<file path="src/rtl/key_conditioner.sv">
// Push-button conditioner: per-channel 2-FF synchronizer, debouncer, press/release
// pulses and optional hold-to-repeat pulse train, all outputs registered.
//
// Repeat FSM (one per channel):
//   state       | meaning
//   ST_IDLE     | key released, or repeat disabled
//   ST_DELAY    | key held, waiting REPEAT_DELAY cycles for the first repeat pulse
//   ST_PERIODIC | key held, pulsing every REPEAT_PERIOD cycles
module key_conditioner #(
   parameter int WIDTH           = 2,
   parameter int DEBOUNCE_CYCLES = 1000000,
   parameter int REPEAT_DELAY    = 0,
   parameter int REPEAT_PERIOD   = 0
) (
   input  logic             clk,
   input  logic             rst,
   input  logic [WIDTH-1:0] key_n,
   output logic [WIDTH-1:0] key_level,
   output logic [WIDTH-1:0] key_press,
   output logic [WIDTH-1:0] key_release,
   output logic [WIDTH-1:0] key_repeat
);

   typedef enum logic [1:0] {
      ST_IDLE,
      ST_DELAY,
      ST_PERIODIC
   } rep_state_t;

   localparam int CNT_W = $clog2(DEBOUNCE_CYCLES + 1);
   localparam logic [CNT_W-1:0] DB_TC = CNT_W'(DEBOUNCE_CYCLES - 1);

   localparam bit REP_EN = (REPEAT_DELAY > 0);
   localparam int R_MAX0 = (REPEAT_DELAY > REPEAT_PERIOD) ? REPEAT_DELAY : REPEAT_PERIOD;
   localparam int R_MAX = (R_MAX0 < 1) ? 1 : R_MAX0;
   localparam int R_W = $clog2(R_MAX + 1);
   localparam logic [R_W-1:0] DLY_LOAD = R_W'((REPEAT_DELAY > 0) ? REPEAT_DELAY - 1 : 0);
   localparam logic [R_W-1:0] PER_LOAD = R_W'((REPEAT_PERIOD > 0) ? REPEAT_PERIOD - 1 : 0);

   if (DEBOUNCE_CYCLES < 1) begin : g_bad_debounce
      $error("key_conditioner: DEBOUNCE_CYCLES must be >= 1");
   end
   if (REPEAT_DELAY > 0 && REPEAT_PERIOD < 1) begin : g_bad_period
      $error("key_conditioner: REPEAT_PERIOD must be >= 1 when repeat is enabled");
   end

   logic [WIDTH-1:0] sync1;
   logic [WIDTH-1:0] sync2;

   always_ff @(posedge clk) begin
      if (rst) begin
         sync1 <= '0;
         sync2 <= '0;
      end else begin
         sync1 <= ~key_n;
         sync2 <= sync1;
      end
   end

   for (genvar i = 0; i < WIDTH; i++) begin : g_chan
      logic [CNT_W-1:0] db_cnt_q;
      logic [CNT_W-1:0] db_cnt_d;
      logic             level_q;
      logic             level_d;
      logic             rise;
      logic             fall;
      logic             press_q;
      logic             release_q;
      logic             repeat_q;
      logic             repeat_d;
      rep_state_t       state_q;
      rep_state_t       state_d;
      logic [R_W-1:0]   rcnt_q;
      logic [R_W-1:0]   rcnt_d;

      // Any sample matching the accepted level restarts the stability run.
      always_comb begin
         db_cnt_d = db_cnt_q + CNT_W'(1);
         level_d  = level_q;
         if (sync2[i] == level_q) begin
            db_cnt_d = '0;
         end else if (db_cnt_q == DB_TC) begin
            level_d  = sync2[i];
            db_cnt_d = '0;
         end
      end

      assign rise = level_d & ~level_q;
      assign fall = ~level_d & level_q;

      // rcnt is a down-counter; a pulse is due when it reaches zero.
      always_comb begin
         state_d  = state_q;
         rcnt_d   = rcnt_q;
         repeat_d = 1'b0;
         case (state_q)
            ST_IDLE: begin
               if (rise && REP_EN) begin
                  state_d = ST_DELAY;
                  rcnt_d  = DLY_LOAD;
               end
            end
            ST_DELAY, ST_PERIODIC: begin
               if (fall) begin
                  state_d = ST_IDLE;
                  rcnt_d  = '0;
               end else if (rcnt_q == '0) begin
                  repeat_d = 1'b1;
                  state_d  = ST_PERIODIC;
                  rcnt_d   = PER_LOAD;
               end else begin
                  rcnt_d = rcnt_q - R_W'(1);
               end
            end
            default: begin
               state_d = ST_IDLE;
               rcnt_d  = '0;
            end
         endcase
      end

      always_ff @(posedge clk) begin
         if (rst) begin
            db_cnt_q  <= '0;
            level_q   <= 1'b0;
            press_q   <= 1'b0;
            release_q <= 1'b0;
            repeat_q  <= 1'b0;
            state_q   <= ST_IDLE;
            rcnt_q    <= '0;
         end else begin
            db_cnt_q  <= db_cnt_d;
            level_q   <= level_d;
            press_q   <= rise;
            release_q <= fall;
            repeat_q  <= repeat_d;
            state_q   <= state_d;
            rcnt_q    <= rcnt_d;
         end
      end

      assign key_level[i]   = level_q;
      assign key_press[i]   = press_q;
      assign key_release[i] = release_q;
      assign key_repeat[i]  = repeat_q;
   end

endmodule

</file>
<file path="config.mk">
export PLATFORM = sky130hd
export DESIGN_NAME = key_conditioner
export DESIGN_NICKNAME = d
export VERILOG_FILES = /design/src/rtl/key_conditioner.sv
export SDC_FILE = /design/constraint.sdc
export NUM_CORES = 1
export LEC_CHECK = 0
export ABC_AREA = 1
export CELL_PAD_IN_SITES_DETAIL_PLACEMENT = 1
export CELL_PAD_IN_SITES_GLOBAL_PLACEMENT = 2
export CORE_ASPECT_RATIO = 1.25
export CORE_MARGIN = 8
export CORE_UTILIZATION = 37
export DETAILED_ROUTE_END_ITERATION = 10
export PLACE_DENSITY = 0.9
export SLEW_MARGIN = 15
export SYNTH_ARGS = -nofsm -noshare
export SYNTH_HDL_FRONTEND = slang
export SYNTH_SLANG_ARGS = --single-unit
</file>
<file path="constraint.sdc">
create_clock -name clk -period 3.98 [get_ports clk]
set_clock_uncertainty 0.1 [all_clocks]
set_input_delay 0.597 -clock clk [delete_from_list [all_inputs] [get_ports clk]]
set_output_delay 0.597 -clock clk [all_outputs]
set_load 0.03 [all_outputs]
</file>
==> run summary, run 1 <==
Run status: completed
Leak pwr: 0.992 nW
Reg clk slew, reported paths: 0.10 ns
ANT nets after route: 0
Total grt overflow: 0
Peak VDD IR: 0.000140 V
Combinational power share: 0.014
Number of setup buffers added after CTS: 0
Worst reg-to-reg setup slack: 2.19 ns
Critical path peak fanout: 6
Setup repair after global routing missed its margin: false
Crit-path cells: clkdlybuf4s50_1
Final count of hold timing violations: 0
Hold wc startpoint: sync1[0]$_SDFF_PP0_
Reg power frac: 0.584
DRC errors left: 0
Total of warnings raised by yosys: 0
Clk Latency, worst-skew pair: 0.31 ns
First-pass GRT wire length: 11.4 mm
Worst path buffer plus inverter count: 1
Netlist cell types: 27
Cell-internal power: 736 uW
Synth Instances: 404
Layout Nets: 417
Slew @ Worst Pin: 0.333 ns
CTS tree: done
Post-synthesis sequential area ratio: 0.390
Initial antenna violation count: 0
Vias: 2409
Multi-input logic area: 1390 um2
Resized cells post-CTS: 0
Worst reg2reg startpoint: g_chan[1].db_cnt_q[0]$_SDFF_PP0_
Endpoint type of the worst setup path: primary output
Pre-CTS setup slack: 1.75 ns
Synth Register Bits: 54
Root Driver: clkbuf_8
Fraction of final layout cells sized beyond drive strength 1: 0.0777
Worst rel slew slack: 0.777
Final Max Tran Viols: 0
GR Util met1: 0.146
N_diodes: 0
H-tree lvl count: 2
CTS sink count: 54
Tcrit/Tclk final: 0.550
Initial Utilization: 0.379
Global route hottest layer: met2
Crit path max-delay family: buffers and inverters
Post-Place Cells: 496
Total wire length: 6.52 mm
Area Growth Syn to Fin: 8.71%
Row cnt: 35
Data required, critical path: 3.28 ns
F_max: 0.457 GHz
Maxcap violations: 0
Critical path class: reg -> out
PwrDens: 309 nW/um2
Routed length per instance: 12.9 um
Vias in the first global route: 2514
Core ar.: 7310 um2
Largest net degree at the start of global routing: 20
Final worst setup slack: 1.79 ns
Setup TNS: 0 ns
HPWL Detailed: 5.05 mm
Worst endpoint data arrival time: 1.49 ns
CTS hold repair buffers: 0
Switching Share: 0.211
GRT Util Overall: 0.133
Clock power share: 0.402
Height of the die: 113 um
Post-Syn Area per Cell: 6.86 um2
Crit path launch: g_chan[1].level_q$_SDFF_PP0_
Fillers: 965
Final setup violation count: 0
Post-layout min period: 2.19 ns
Synth Cell Area: 2770 um2
Via density: 4.78
CTS buffer count: 5
Longest Clk Path Bufs: 2
Met3 usage in global routing: 0.0219
Met2 Resource Use GR: 0.245
Register area: 1080 um2
Post-Layout Cell Count: 504
Syn Nets: 410
DR iter-0 viols: 65
Net Switching: 197 uW
Die area: 10500 um2
Top-level I/O count: 12
Placer Congestion: 0.758
DRT Pass-1 Iters: 4
Min-delay worst type: reg -> reg
Worst path max stage delay: 0.72 ns
Crit-path slowest cell: clkdlybuf4s50_1
Worst setup SP type: register
IO Port Bufs: 11
Die width: 93.4 um
## kinds of logic (layout without fill, tap and decap cells)
family,count (synthesis),count (layout),synth area share
adder cells (fa/ha/maj),2,2,0.00902
buffers and inverters,66,74,0.108
XOR/XNOR,16,16,0.0505
AO/OA/AOI/OAI,26,26,0.0510
flip-flops,54,54,0.390
AND/OR/NAND/NOR,240,240,0.391
## power by group through the flow
stage / registers, mW / logic (mW) / clock network, mW
global route: 0.545 / 0.0151 / 0.410
detailed placement: 0.557 / 0.0138 / 0
CTS: 0.545 / 0.0139 / 0.386
floorplan: 0.557 / 0.0103 / 0
finish: 0.544 / 0.0134 / 0.375
global placement: 0.557 / 0.0134 / 0
## cell type report
class / count / share of cell area
sequential: 54 / 0.359
inverter: 55 / 0.0685
multi-input combinational: 284 / 0.462
clock buffer: 6 / 0.0241
clock inverter: 2 / 0.0125
timing repair buffer: 11 / 0.0365
tap: 92 / 0.0382
## cell usage after synthesis
cell,instances,area [um2]
xnor2_1,3,26.3
nor2_4,5,56.3
buf_4,8,60.1
nand3_1,22,110
dfxtp_1,54,1080
o21ai_0,7,35.0
nor3_2,1,10.0
buf_6,3,33.8
nand4_1,8,50.1
o21ai_1,2,10.0
ha_1,2,25.0
nand2_4,2,22.5
or2_2,2,12.5
or2_0,2,12.5
nand2_1,88,330
xor2_1,13,114
a21oi_2,3,26.3
inv_2,1,3.75
nor2_2,3,18.8
nand3_4,1,17.5
a21oi_1,14,70.1
and2_1,2,12.5
nor2_1,93,349
nand3_2,5,50.1
inv_1,54,203
nand2_2,2,12.5
nor3_1,4,20.0
## stage by stage
stage               hold WS [ns]  instance area (um2)  total power [mW]  utilization
CTS                        0.318                 3010             0.945        0.412
global placement           0.298                 2900             0.570        0.397
global route               0.346                 3010             0.970        0.412
finish                     0.312                 3010             0.933        0.412
floorplan                  0.288                 2770             0.567            -
detailed placement         0.302                 2900             0.571        0.397
## placed cells by master, fill, tap and decap left out, types with 4 or more instances in the layout
cell              n
xor2_1           13
nand3_2           5
nor2_4            5
a21oi_1          14
o21ai_0           7
nand4_1           8
clkdlybuf4s50_1  11
nor2_1           93
nand2_1          88
inv_1            54
nand3_1          22
clkbuf_8          5
nor3_1            4
dfxtp_1          54
## sequential cells by signal, indices dropped and copies added, names as in the netlist
| signal | cells |
|---|---|
| g_chan.db_cnt_q | 40 |
| g_chan.level_q | 2 |
| sync1 | 2 |
| g_chan.state_q | 2 |
| g_chan.release_q | 2 |
| g_chan.repeat_q | 2 |
| sync2 | 2 |
| g_chan.press_q | 2 |
## per-layer routing
| layer | up-vias | wire length [um] |
|---|---|---|
| met4 | 0 | 97 |
| met1 | 1148 | 2790 |
| met2 | 7 | 3540 |
| met3 | 7 | 88 |
| li1 | 1247 | - |
| met5 | - | 0 |
## worst paths after layout
kind,endpoint,cells past startpoint
max,key_level[1],1
min,sync2[0]$_SDFF_PP0_,2
max reg2reg,g_chan[1].db_cnt_q[18]$_SDFF_PP0_,8
min reg2reg,sync2[0]$_SDFF_PP0_,2
Power figures use the tool's default switching activity.
==> run 2, diff against run 1 <==
CORE_UTILIZATION = 31   (was 37)
PLACE_DENSITY = 0.81   (was 0.9)
clock period = 1.83 ns   (was 3.98 ns; I/O delays follow)
==> run 2 against run 1 <==
Net effect: combinational power grew to 2.5 times the previous value; register-to-register slack worse by 2.0 ns; critical endpoint is now key_repeat[0]; critical path depth stayed put; total power is 110% higher; sequential share of layout area is 0.67 points lower; sequential cell count stayed put.
==> run summary, run 2 (synthesis results as in run 1) <==
Run status: completed
Slew @ Worst Pin: 0.325 ns (-0.00744 ns)
H-tree lvl count: 2 (unchanged)
CTS sink count: 54 (unchanged)
F_max: 0.599 GHz
GRT Util Overall: 0.117 (-0.0161)
Vias in the first global route: 2467 (-1.9%)
Post-Layout Cell Count: 535 (+6.2%)
Data required, critical path: 1.46 ns (-1.82 ns)
Resized cells post-CTS: 2 (+2)
Number of setup buffers added after CTS: 0 (unchanged)
Final worst setup slack: 0.160 ns (-1.63 ns)
Worst path buffer plus inverter count: 1 (unchanged)
Max reg flops: 40 (unchanged)
Worst setup SP type: register
Most common cell after layout, fill and taps aside: nor2_1
CTS buffer count: 5 (unchanged)
Total grt overflow: 0 (unchanged)
N_diodes: 0 (unchanged)
Crit path max-delay family: buffers and inverters
Dpl cell area: 2960 um2 (+2.0%)
Fillers: 1150 (+19%)
Worst path max stage delay: 0.68 ns (-0.04 ns)
Min-delay worst type: reg -> reg
ANT nets after route: 0 (unchanged)
Critical path class: reg -> out
Top reg by flops: g_chan.db_cnt_q
Final Cell Area: 3070 um2 (+1.9%)
Reg clk slew, reported paths: 0.10 ns (about the same)
Maxcap violations: 0 (unchanged)
Critical path peak fanout: 1 (-5)
Final count of hold timing violations: 0 (unchanged)
Peak VDD IR: 0.000332 V (+140%)
Worst rel slew slack: 0.782 (+0.00498)
DRT Pass-1 Iters: 4 (unchanged)
PwrDens: 647 nW/um2 (+110%)
Crit-path cells: clkdlybuf4s50_1
DR iter-0 viols: 47 (-28%)
Pre-CTS setup slack: 0.110 ns (-1.64 ns)
Total wire length: 6.50 mm (-0.25%)
IO Port Bufs: 11 (unchanged)
Via density: 4.45 (-6.9%)
CTS hold repair buffers: 0 (unchanged)
Crit-path slowest cell: clkdlybuf4s50_1
Initial antenna violation count: 0 (unchanged)
Die width: 101 um (+7.7%)
Area Growth Syn to Fin: 10.8%
Placer Congestion: 0.781 (+3.0%)
DRC errors left: 0 (unchanged)
First-pass GRT wire length: 11.6 mm (+1.4%)
Setup TNS: 0 ns (unchanged)
Height of the die: 122 um (+7.9%)
HPWL Detailed: 5.22 mm (+3.4%)
Tcrit/Tclk final: 0.913
Setup repair after global routing missed its margin: false
Root Driver: clkbuf_8
Fraction of final layout cells sized beyond drive strength 1: 0.0892 (+0.0115)
Clk Latency, worst-skew pair: 0.30 ns (about the same)
Worst endpoint data arrival time: 1.30 ns (-0.19 ns)
Core ar.: 8700 um2 (+19%)
Routed length per instance: 12.2 um (-6.0%)
Largest net degree at the start of global routing: 20 (unchanged)
Leak pwr: 1.02 nW (+3.3%)
Final Max Tran Viols: 0 (unchanged)
Row cnt: 38 (+8.6%)
Most frequent cells in the layout: nor2_1, nand2_1, inv_1, dfxtp_1, nand3_1
Overall power: 1.99 mW (+110%)
Initial Utilization: 0.319 (-0.0605)
CTS tree: done
Top-level I/O count: 12 (unchanged)
Die area: 12200 um2 (+16%)
Post-Place Cells: 527 (+6.3%)
Vias: 2381 (-1.2%)
Layout Nets: 420 (+0.72%)
Final setup violation count: 0 (unchanged)
Longest Clk Path Bufs: 2 (unchanged)
Endpoint type of the worst setup path: primary output
Post-layout min period: 1.67 ns
## run 2: cell count changes in the layout (fill, tap and decap cells not counted), moves of 2 or more
cell / delta
buf_4: +3
clkbuf_8: +3
clkdlybuf4s50_1: -2
dlygate4sd2_1: +2
## run 2: path summary, 6_finish.rpt
check                                   startpoint                                end  slack, ns  depth (start not counted)
setup / recovery     g_chan[0].repeat_q$_SDFF_PP0_                      key_repeat[0]       0.16                          1
hold / removal                 sync1[1]$_SDFF_PP0_                sync2[1]$_SDFF_PP0_       0.31                          2
setup reg to reg  g_chan[1].db_cnt_q[1]$_SDFF_PP0_  g_chan[1].db_cnt_q[18]$_SDFF_PP0_       0.23                          8
hold reg to reg                sync1[1]$_SDFF_PP0_                sync2[1]$_SDFF_PP0_       0.31                          2
## run 2: routing by layer
layer,GRT usage,wire [um],share of wire
met1,0.132,2840,0.44
met3,0.0188,80,0.012
met2,0.217,3520,0.54
met5,0,0,0
met4,0.0341,61,0.0094
## run 2: final cells by class
cell class                      instances  area [um2]  area share
Multi-Input combinational cell        284        1390       0.454
Sequential cell                        54        1080       0.352
Inverter                               55         206      0.0672
Tap cell                              120         150      0.0489
Timing Repair Buffer                   14         130      0.0424
Clock buffer                            8         110      0.0358
## run 2: through the flow
stage | util | hold WS (ns)
CTS | 0.353 | 0.317
floorplan | - | 0.241
global route | 0.353 | 0.347
finish | 0.353 | 0.313
detailed placement | 0.340 | 0.305
global placement | 0.340 | 0.290
## run 2: power by group
part / internal (mW) / switching (mW)
registers: 1.18 / 0.00347
logic: 0.0138 / 0.0199
clock network: 0.383 / 0.387
total: 1.58 / 0.410
## run 2: worst register-to-register path, cell delays in order (launching register included)
cell and delay [ns]:
dfxtp_1 0.36, ha_1 0.21, nand3_2 0.15, inv_1 0.17
nand2_2 0.13, nor2_1 0.15, nand3_1 0.10, nand3_1 0.08
nor2_1 0.05
